==> src/rtl/pipe_hazard_ctrl_if.sv <==
// Event/control bundle between the core datapath and the hazard sequencer.
interface pipe_hazard_ctrl_if #(
    parameter int STAGES = 4,
    parameter int CNT_W  = 32
);
    logic              ld_hazard_i;
    logic              jump_i;
    logic              mc_start_i;
    logic              mc_done_i;
    logic              trap_req_i;
    logic [STAGES-1:0] ld_en_o;
    logic [STAGES-1:0] flush_o;
    logic              pc_hold_o;
    logic              trap_ack_o;
    logic [CNT_W-1:0]  stall_cnt_o;

    modport master (
        output ld_hazard_i, jump_i, mc_start_i, mc_done_i, trap_req_i,
        input  ld_en_o, flush_o, pc_hold_o, trap_ack_o, stall_cnt_o
    );

    modport slave (
        input  ld_hazard_i, jump_i, mc_start_i, mc_done_i, trap_req_i,
        output ld_en_o, flush_o, pc_hold_o, trap_ack_o, stall_cnt_o
    );
endinterface

==> src/rtl/pipe_hazard_ctrl.sv <==
// Stall/flush sequencer for the pipeline registers (IF/ID .. MEM/WB).
// Optional MC_WAIT watchdog enabled by defining STALL_WATCHDOG_EN.
module pipe_hazard_ctrl #(
    parameter int STAGES     = 4,
    parameter int JUMP_FLUSH = 2,
    parameter int CNT_W      = 32
`ifdef STALL_WATCHDOG_EN
    ,
    parameter int WD_LIMIT   = 64
`endif
) (
    input  logic clk,
    input  logic rst_n,
    pipe_hazard_ctrl_if.slave hz
`ifdef STALL_WATCHDOG_EN
    ,
    output logic wd_err_o
`endif
);

    typedef enum logic [1:0] {
        RUN     = 2'd0,
        JFLUSH  = 2'd1,
        MC_WAIT = 2'd2,
        TRAP    = 2'd3
    } state_e;

    state_e            state_q, state_d;
    logic [3:0]        fcnt_q, fcnt_d;
    logic [CNT_W-1:0]  scnt_q;
    logic [STAGES-1:0] ld_en, flush;
    logic              hold;
    logic              wd_hit;
    logic              mc_fin;

    logic ev_trap, ev_jump, ev_mc, ev_haz;

`ifdef STALL_WATCHDOG_EN
    localparam int WD_W = $clog2(WD_LIMIT + 1);
    logic [WD_W-1:0] wd_cnt_q;
    logic            wd_err_q;

    assign wd_hit = (state_q == MC_WAIT)
                 && (wd_cnt_q == WD_W'(WD_LIMIT - 1));

    always_ff @(posedge clk or negedge rst_n) begin
        if (!rst_n) begin
            wd_cnt_q <= '0;
            wd_err_q <= 1'b0;
        end else begin
            if (state_q == MC_WAIT && !mc_fin)
                wd_cnt_q <= wd_cnt_q + 1'b1;
            else
                wd_cnt_q <= '0;
            if (wd_hit)
                wd_err_q <= 1'b1;
        end
    end

    assign wd_err_o = wd_err_q;
`else
    assign wd_hit = 1'b0;
`endif

    assign mc_fin = hz.mc_done_i | wd_hit;

    // RUN-state priority: trap > jump > multi-cycle > load-use
    assign ev_trap = hz.trap_req_i;
    assign ev_jump = !ev_trap && hz.jump_i;
    assign ev_mc   = !ev_trap && !hz.jump_i
                  && hz.mc_start_i && !hz.mc_done_i;
    assign ev_haz  = !ev_trap && !hz.jump_i
                  && !(hz.mc_start_i && !hz.mc_done_i)
                  && hz.ld_hazard_i;

    always_comb begin
        state_d = state_q;
        fcnt_d  = fcnt_q;
        ld_en   = '1;
        flush   = '0;
        hold    = 1'b0;
        unique case (state_q)
            RUN: begin
                unique case (1'b1)
                    ev_trap: begin
                        flush   = '1;
                        hold    = 1'b1;
                        state_d = TRAP;
                    end
                    ev_jump: begin
                        flush[1:0] = 2'b11;
                        if (JUMP_FLUSH > 1) begin
                            fcnt_d  = 4'(JUMP_FLUSH - 1);
                            state_d = JFLUSH;
                        end
                    end
                    ev_mc: begin
                        ld_en[STAGES-2:0] = '0;
                        flush[STAGES-1]   = 1'b1;
                        hold              = 1'b1;
                        state_d           = MC_WAIT;
                    end
                    ev_haz: begin
                        ld_en[0] = 1'b0;
                        flush[1] = 1'b1;
                        hold     = 1'b1;
                    end
                    default: ;
                endcase
            end
            JFLUSH: begin
                if (hz.trap_req_i) begin
                    flush   = '1;
                    hold    = 1'b1;
                    state_d = TRAP;
                end else begin
                    flush[1:0] = 2'b11;
                    fcnt_d     = fcnt_q - 4'd1;
                    if (fcnt_q <= 4'd1)
                        state_d = RUN;
                end
            end
            MC_WAIT: begin
                // Trap is deferred until the unit finishes.
                if (mc_fin) begin
                    state_d = hz.trap_req_i ? TRAP : RUN;
                end else begin
                    ld_en[STAGES-2:0] = '0;
                    flush[STAGES-1]   = 1'b1;
                    hold              = 1'b1;
                end
            end
            TRAP: begin
                flush   = '1;
                state_d = RUN;
            end
            default: state_d = RUN;
        endcase
    end

    always_ff @(posedge clk or negedge rst_n) begin
        if (!rst_n) begin
            state_q <= RUN;
            fcnt_q  <= '0;
            scnt_q  <= '0;
        end else begin
            state_q <= state_d;
            fcnt_q  <= fcnt_d;
            if (hold && scnt_q != '1)
                scnt_q <= scnt_q + 1'b1;
        end
    end

    assign hz.ld_en_o     = ld_en;
    assign hz.flush_o     = flush;
    assign hz.pc_hold_o   = hold;
    assign hz.trap_ack_o  = (state_q == TRAP);
    assign hz.stall_cnt_o = scnt_q;

endmodule

==> src/flat_wrapper.sv <==
// flat-port wrapper written by rule: the top's interface ports become plain ports
module pipe_hazard_ctrl_flat 
#(
    parameter int STAGES     = 4,
    parameter int JUMP_FLUSH = 2,
    parameter int CNT_W      = 32

)
  (clk, rst_n, hz_ld_hazard_i, hz_jump_i, hz_mc_start_i, hz_mc_done_i, hz_trap_req_i, hz_ld_en_o, hz_flush_o, hz_pc_hold_o, hz_trap_ack_o, hz_stall_cnt_o);
  pipe_hazard_ctrl_if #(.STAGES(STAGES), .CNT_W(CNT_W)) hz_i ();
  input  logic clk;
  input  logic rst_n;
  input wire logic [$bits(hz_i.ld_hazard_i)-1:0] hz_ld_hazard_i;
  input wire logic [$bits(hz_i.jump_i)-1:0] hz_jump_i;
  input wire logic [$bits(hz_i.mc_start_i)-1:0] hz_mc_start_i;
  input wire logic [$bits(hz_i.mc_done_i)-1:0] hz_mc_done_i;
  input wire logic [$bits(hz_i.trap_req_i)-1:0] hz_trap_req_i;
  output wire logic [$bits(hz_i.ld_en_o)-1:0] hz_ld_en_o;
  output wire logic [$bits(hz_i.flush_o)-1:0] hz_flush_o;
  output wire logic [$bits(hz_i.pc_hold_o)-1:0] hz_pc_hold_o;
  output wire logic [$bits(hz_i.trap_ack_o)-1:0] hz_trap_ack_o;
  output wire logic [$bits(hz_i.stall_cnt_o)-1:0] hz_stall_cnt_o;
  assign hz_i.ld_hazard_i = hz_ld_hazard_i;
  assign hz_i.jump_i = hz_jump_i;
  assign hz_i.mc_start_i = hz_mc_start_i;
  assign hz_i.mc_done_i = hz_mc_done_i;
  assign hz_i.trap_req_i = hz_trap_req_i;
  assign hz_ld_en_o = hz_i.ld_en_o;
  assign hz_flush_o = hz_i.flush_o;
  assign hz_pc_hold_o = hz_i.pc_hold_o;
  assign hz_trap_ack_o = hz_i.trap_ack_o;
  assign hz_stall_cnt_o = hz_i.stall_cnt_o;
  pipe_hazard_ctrl #(.STAGES(STAGES), .JUMP_FLUSH(JUMP_FLUSH), .CNT_W(CNT_W)) u_core (.clk(clk), .rst_n(rst_n), .hz(hz_i));
endmodule
==> config.mk <==
export PLATFORM = sky130hd
export DESIGN_NAME = pipe_hazard_ctrl_flat
export DESIGN_NICKNAME = d
export VERILOG_FILES = /design/src/rtl/pipe_hazard_ctrl_if.sv /design/src/rtl/pipe_hazard_ctrl.sv /design/src/flat_wrapper.sv
export SDC_FILE = /design/constraint.sdc
export NUM_CORES = 1
export LEC_CHECK = 0
export BUFFER_PORTS_ARGS = -buffer_cell sky130_fd_sc_hd__buf_4
export CORE_MARGIN = 10
export CORE_UTILIZATION = 49
export DETAILED_ROUTE_END_ITERATION = 6
export PLACE_DENSITY = 0.77
export SLEW_MARGIN = 10
export SYNTH_ARGS = -nofsm -noshare
export SYNTH_HDL_FRONTEND = slang
export SYNTH_SLANG_ARGS = --single-unit
==> constraint.sdc <==
create_clock -name clk -period 2 [get_ports clk]
set_input_delay 0.1 -clock clk [delete_from_list [all_inputs] [get_ports clk]]
set_output_delay 0.1 -clock clk [all_outputs]
set_load 0.01 [all_outputs]
# Word-level counts from Yosys, hierarchy flattened
# Index checks and enable logic that the tools add are counted.
dict set report op_classes {
  n_addsub 2
  order_cmp 1
  n_eq_ne 9
  n_mux 22
  n_reduce_logical 21
}
# cell count
set ops {}
lappend ops {{$add 32x1->32 const B} 1}
lappend ops {{$ne 32x32->1 const B} 1}
lappend ops {{$mux 2} 5}
lappend ops {{$pmux 3 s3} 1}
lappend ops {{$logic_and 1x1->1} 8}
lappend ops {{$mux 4} 2}
lappend ops {{$pmux 2 s4} 1}
lappend ops {{$pmux 4 s2} 1}
lappend ops {{$mux 1} 7}
lappend ops {{$pmux 2 s3} 1}
lappend ops {{$pmux 3 s2} 1}
lappend ops {{$reduce_and 3->1} 2}
lappend ops {{$reduce_or 2->1} 3}
lappend ops {{$reduce_or 3->1} 2}
lappend ops {{$eq 2x2->1 const B} 2}
lappend ops {{$le 4x1->1 const B} 1}
lappend ops {{$logic_not 1->1} 4}
lappend ops {{$ne 2x2->1 const B} 2}
lappend ops {{$ne 4x2->1 const B} 1}
lappend ops {{$pmux 1 s4} 1}
lappend ops {{$sub 4x1->4 const B} 1}
lappend ops {{$mux 3} 1}
lappend ops {{$ne 3x2->1 const B} 1}
lappend ops {{$pmux 1 s3} 1}
lappend ops {{4 further kinds} 4}
dict set report word_totals {
  ff_bits 38
  input_bits 7
  output_inout_bits 42
  wordCells 58
}

# Depth between registers and ports, before layout
dict set report logic_depth {
  depth_word 9
  ltp_mapped 9
  mapped_depth_nobuf 7
}

# Worst setup path before layout
# Ideal clock, no wire load.
dict set report synth_timing {
  kind {reg2reg}
  startpoint {reg u_core.state_q[0]}
  endpoint {reg u_core.scnt_q[27], in the netlist u_core.hz.stall_cnt_o[27]}
  setup_ns 0.127
  arrival_time_ns 1.880
  required_time_ns 1.873
  slack_ns -0.007
  stages_incl_launch_ff 8
  n_path_buf 0
  period_less_slack_ns 2.007
  cell_sequence {dfrtp_1 -> inv_1 -> ha_1 -> nor2b_4 -> a21bo_4 -> a2111oi_4 -> nand4_1 -> xnor2_1}
}
dict set report synth_via {
  elab_chain_len 3
  word_cells_on_any_way 5
  classes_between {eq/ne: 2; mux: 1; reduce/logical: 2}
}
# item line_no
set synth_lines {}
lappend synth_lines {{from (decl)} pipe_hazard_ctrl.sv:28} ;# state_e state_q, state_d;
lappend synth_lines {{from (signal assigned)} pipe_hazard_ctrl.sv:147} ;# state_q <= state_d;
lappend synth_lines {{$eq 2x2->1, or another cell as far along} pipe_hazard_ctrl.sv:82} ;# unique case (state_q)
lappend synth_lines {{$pmux 1 s3 *} pipe_hazard_ctrl.sv:82}
lappend synth_lines {{$logic_and 1x1->1 *} pipe_hazard_ctrl.sv:149} ;# if (hold && scnt_q != '1)
lappend synth_lines {{to (signal assigned)} pipe_hazard_ctrl.sv:150} ;# scnt_q <= scnt_q + 1'b1;
lappend synth_lines {{to (decl)} pipe_hazard_ctrl.sv:30} ;# logic [CNT_W-1:0] scnt_q;
# Mark *: on every way between the ends. The rest lies on a longest branch, timed or not.
# A chain may end at the register's enable or synchronous reset.

# Worst setup path after layout
dict set report layout_timing {
  startpoint {reg u_core.state_q[0]}
  endpoint {out hz_pc_hold_o}
}
dict set report layout_via {
  elab_chain_len 2
  word_cells_on_any_way 4
  classes_between {eq/ne: 2; mux: 1; reduce/logical: 1}
}
# item line_no
set layout_lines {}
lappend layout_lines {{$eq 2x2->1, or another cell as far along} pipe_hazard_ctrl.sv:82}
lappend layout_lines {{$pmux 1 s3 *} pipe_hazard_ctrl.sv:82}
lappend layout_lines {{to (decl)} flat_wrapper.sv:20} ;# output wire logic [$bits(hz_i.pc_hold_o)-1:0] hz_pc_hold_o;
# Marked as above.

==> results.cfg <==
[setup_path]
crit_fanout = 4
worst_r2r_path_depth = 8
r2r_slack_ps = 10
path_class = reg2out
end_kind = output port
reg2reg_from = u_core.state_q[0]
start_kind = flop
r2r-end = u_core.hz.stall_cnt_o[27]
worstPathArrival_ps = 1910
required_ps = 1900

[yosys]
synth_edf_count = 0
ys_ff_latch = 38
synthFlopType = dfrtp_1
avgSynthCellArea_um2 = 10.1
ys_seq_area_share_pct = 43.0
synthesis.nets = 233
yosysWarningCount = 0
synth_cell_types = 44
synthCells = 218
synthesis.area_mm2 = 0.00221
async_reset_ff_share_pct = 100

[floorplan]
die_height_um = 87.2
core_mm2 = 0.00435
io_pins = 49
rows = 24
dieArea_mm2 = 0.00760
start_util_pct = 50.7
die_x_um = 87.2

[timing]
hold_viol_final = 0
tns_ps = -10.3
period_share_pct = 101
drv_slew = 0
fin_worst_skew_ps = 6.74
fin_ws_ps = -10.3
fmax_mhz = 497
period_needed_ps = 2010
rsz0062_at_grt = true
setup_viol = 1

[clock_network]
cts_buffers = 5
htree_levels = 2
clock_path_buffers = 2
clockRootBuffer = clkbuf_8
cts_tree = yes
clk_pin_slew_worst_paths_ps = 80
numClockSinks = 38
clock_latency_ps = 290

[drt]
avgRoutedWirePerCell_um = 16.2
drc_errors = 0
dr.pass1.iters = 4
via_count = 1933
drt_iter0_markers = 161
drtAntennaViolNets = 0
via_per_inst = 5.64
routed_wirelength_um = 5540

[placement]
port_buffers = 47
place_hpwl_um = 4100
dp_cells = 328
place_congestion = 0.857

[grt]
grt_max_degree = 39
grt_use_total_pct = 14.4
grt_pass1_vias = 1938
antenna_found_initial = 0
grt.overflow.total = 0
grt_pass1_wl_um = 9110

[min_path]
hp-class = in2reg
worstHoldStart = hz_trap_req_i
hold_depth = 2
holdPathEnd = u_core.fcnt_q[1]

[cells_and_area]
drive_above_1_share_pct = 37.8
layout.nets = 305
fin_util_pct = 68.5
fillers = 345
final_cells = 343
num_antenna_cells = 0
area_delta_synth_final_pct = 35.1

[power]
p_per_area_mw_per_mm2 = 1080
power_w = 0.00323
power.leakage_nw = 1.36
ir_worst_vdd_uv = 756

[status]
violations = negative setup slack
status = complete, but fails checks

[flow_run]
drv_cap = 0
==> flip-flops by register name (all words and copies together) (netlist names) <==
name,flops
u_core.state_q,2
u_core.fcnt_q,4
u_core.hz.stall_cnt_o,32
==> worst max-delay path: stages, from the launching register on <==
cell     delay, ps
dfrtp_1        420
inv_2          120
ha_4           150
nor2b_4        170
a21bo_4        270
a21oi_2        140
buf_4          140
buf_6          100
buf_4          110
==> cells by family (layout without fill, tap and decap cells) <==
| family | Yosys count | in the layout | share of synthesized area, % |
|---|---|---|---|
| and+or+nand+nor | 90 | 90 | 23.9 |
| DFF | 38 | 38 | 43.0 |
| xor gates and xnor gates | 29 | 29 | 11.5 |
| AOI/OAI and AO/OA | 28 | 28 | 9.97 |
| buffers and inverters | 18 | 91 | 4.08 |
| adders and majority gates | 8 | 8 | 4.53 |
| muxes | 6 | 6 | 2.83 |
| other | 1 | 1 | 0.170 |
==> stage by stage <==
stage | hold slack [ps] | instance area [um^2] | setup WS (ps)
2_1_floorplan | -196 | 2210 | 17.1
3_3_place_gp | 91.2 | 2710 | 24.7
3_5_place_dp | 97.2 | 2710 | -43.7
4_1_cts | 67.7 | 2900 | 3.75
5_1_grt | 91.3 | 2980 | -196
6_report | 76.5 | 2980 | -10.3
==> cell usage after synthesis, types with 2 or more instances <==
library cell | n | area [um^2]
o21ai_0 | 4 | 20.0
nor3_1 | 4 | 20.0
nand3_1 | 16 | 80.1
o21a_1 | 2 | 15.0
inv_1 | 11 | 41.3
nand4_1 | 18 | 113
a41oi_1 | 3 | 26.3
and4_1 | 2 | 17.5
a21oi_1 | 7 | 35.0
mux2_2 | 2 | 22.5
nor2_1 | 11 | 41.3
buf_2 | 3 | 15.0
nand2_1 | 14 | 52.6
mux2i_1 | 4 | 40.0
or2_2 | 2 | 12.5
nor4_1 | 2 | 12.5
and2_1 | 5 | 31.3
o22ai_1 | 3 | 18.8
dfrtp_1 | 38 | 951
ha_1 | 8 | 100
nor2b_1 | 2 | 12.5
buf_4 | 3 | 22.5
xnor2_1 | 29 | 254
and3_1 | 5 | 31.3
==> worst max path at each step <==
stage	cells after the start	slack (ps)	from	end
floorplan	7	20	u_core.state_q[0]	u_core.hz.stall_cnt_o[24]
global placement	8	20	u_core.state_q[0]	u_core.hz.stall_cnt_o[29]
detailed placement	8	-40	u_core.state_q[0]	u_core.hz.stall_cnt_o[29]
CTS	8	4	u_core.state_q[0]	hz_pc_hold_o
global route	5	-200	u_core.hz.stall_cnt_o[26]	u_core.hz.stall_cnt_o[27]
finish	8	-10	u_core.state_q[0]	hz_pc_hold_o
==> cell usage in the layout, fill, tap and decap left out, drive strengths merged, types with 5 or more instances in the layout <==
| cell | count |
|---|---|
| clkbuf | 5 |
| dfrtp | 38 |
| xnor2 | 29 |
| and2 | 5 |
| nand3 | 17 |
| and3 | 6 |
| a21oi | 7 |
| ha | 8 |
| buf | 71 |
| nand4 | 19 |
| nor2 | 11 |
| nand2 | 14 |
| inv | 11 |
==> final cells by class <==
class                           count  area [um^2]  area share, %
Multi-Input combinational cell    162         1260           42.1
Sequential cell                    38          951           31.9
Timing Repair Buffer               72          562           18.8
Clock buffer                        5         68.8           2.31
Tap cell                           52         65.1           2.18
Inverter                           11         41.3           1.38
Clock inverter                      3         40.0           1.34
==> routing by layer <==
layer  vias up  routed length [um]  global-route usage, %
met5         -                   0                      0
met4         0                 104                   5.22
met3        15                 356                   3.46
met2        73                2690                   23.3
met1       922                2400                   18.1
li1        923                   -                      -
==> power breakdown <==
part	leakage (nW)	switching (W)	internal (W)	total (W)
registers	0.506	0.000121	0.000889	0.00101
clock network	0.0579	0.000276	0.000367	0.000643
logic	0.798	0.000761	0.000816	0.00158
total	1.36	0.00116	0.00207	0.00323
==> timing repair <==
action                                  in CTS  in global routing
hold buffers                                 1                  0
pin swaps                                    2                  7
resized for setup                           10                 16
setup buffers                                4                  2
endpoints found under the setup margin      19                 20
endpoints found under the hold margin       38                  0
Note: power is estimated with default switching activity, not from simulation.
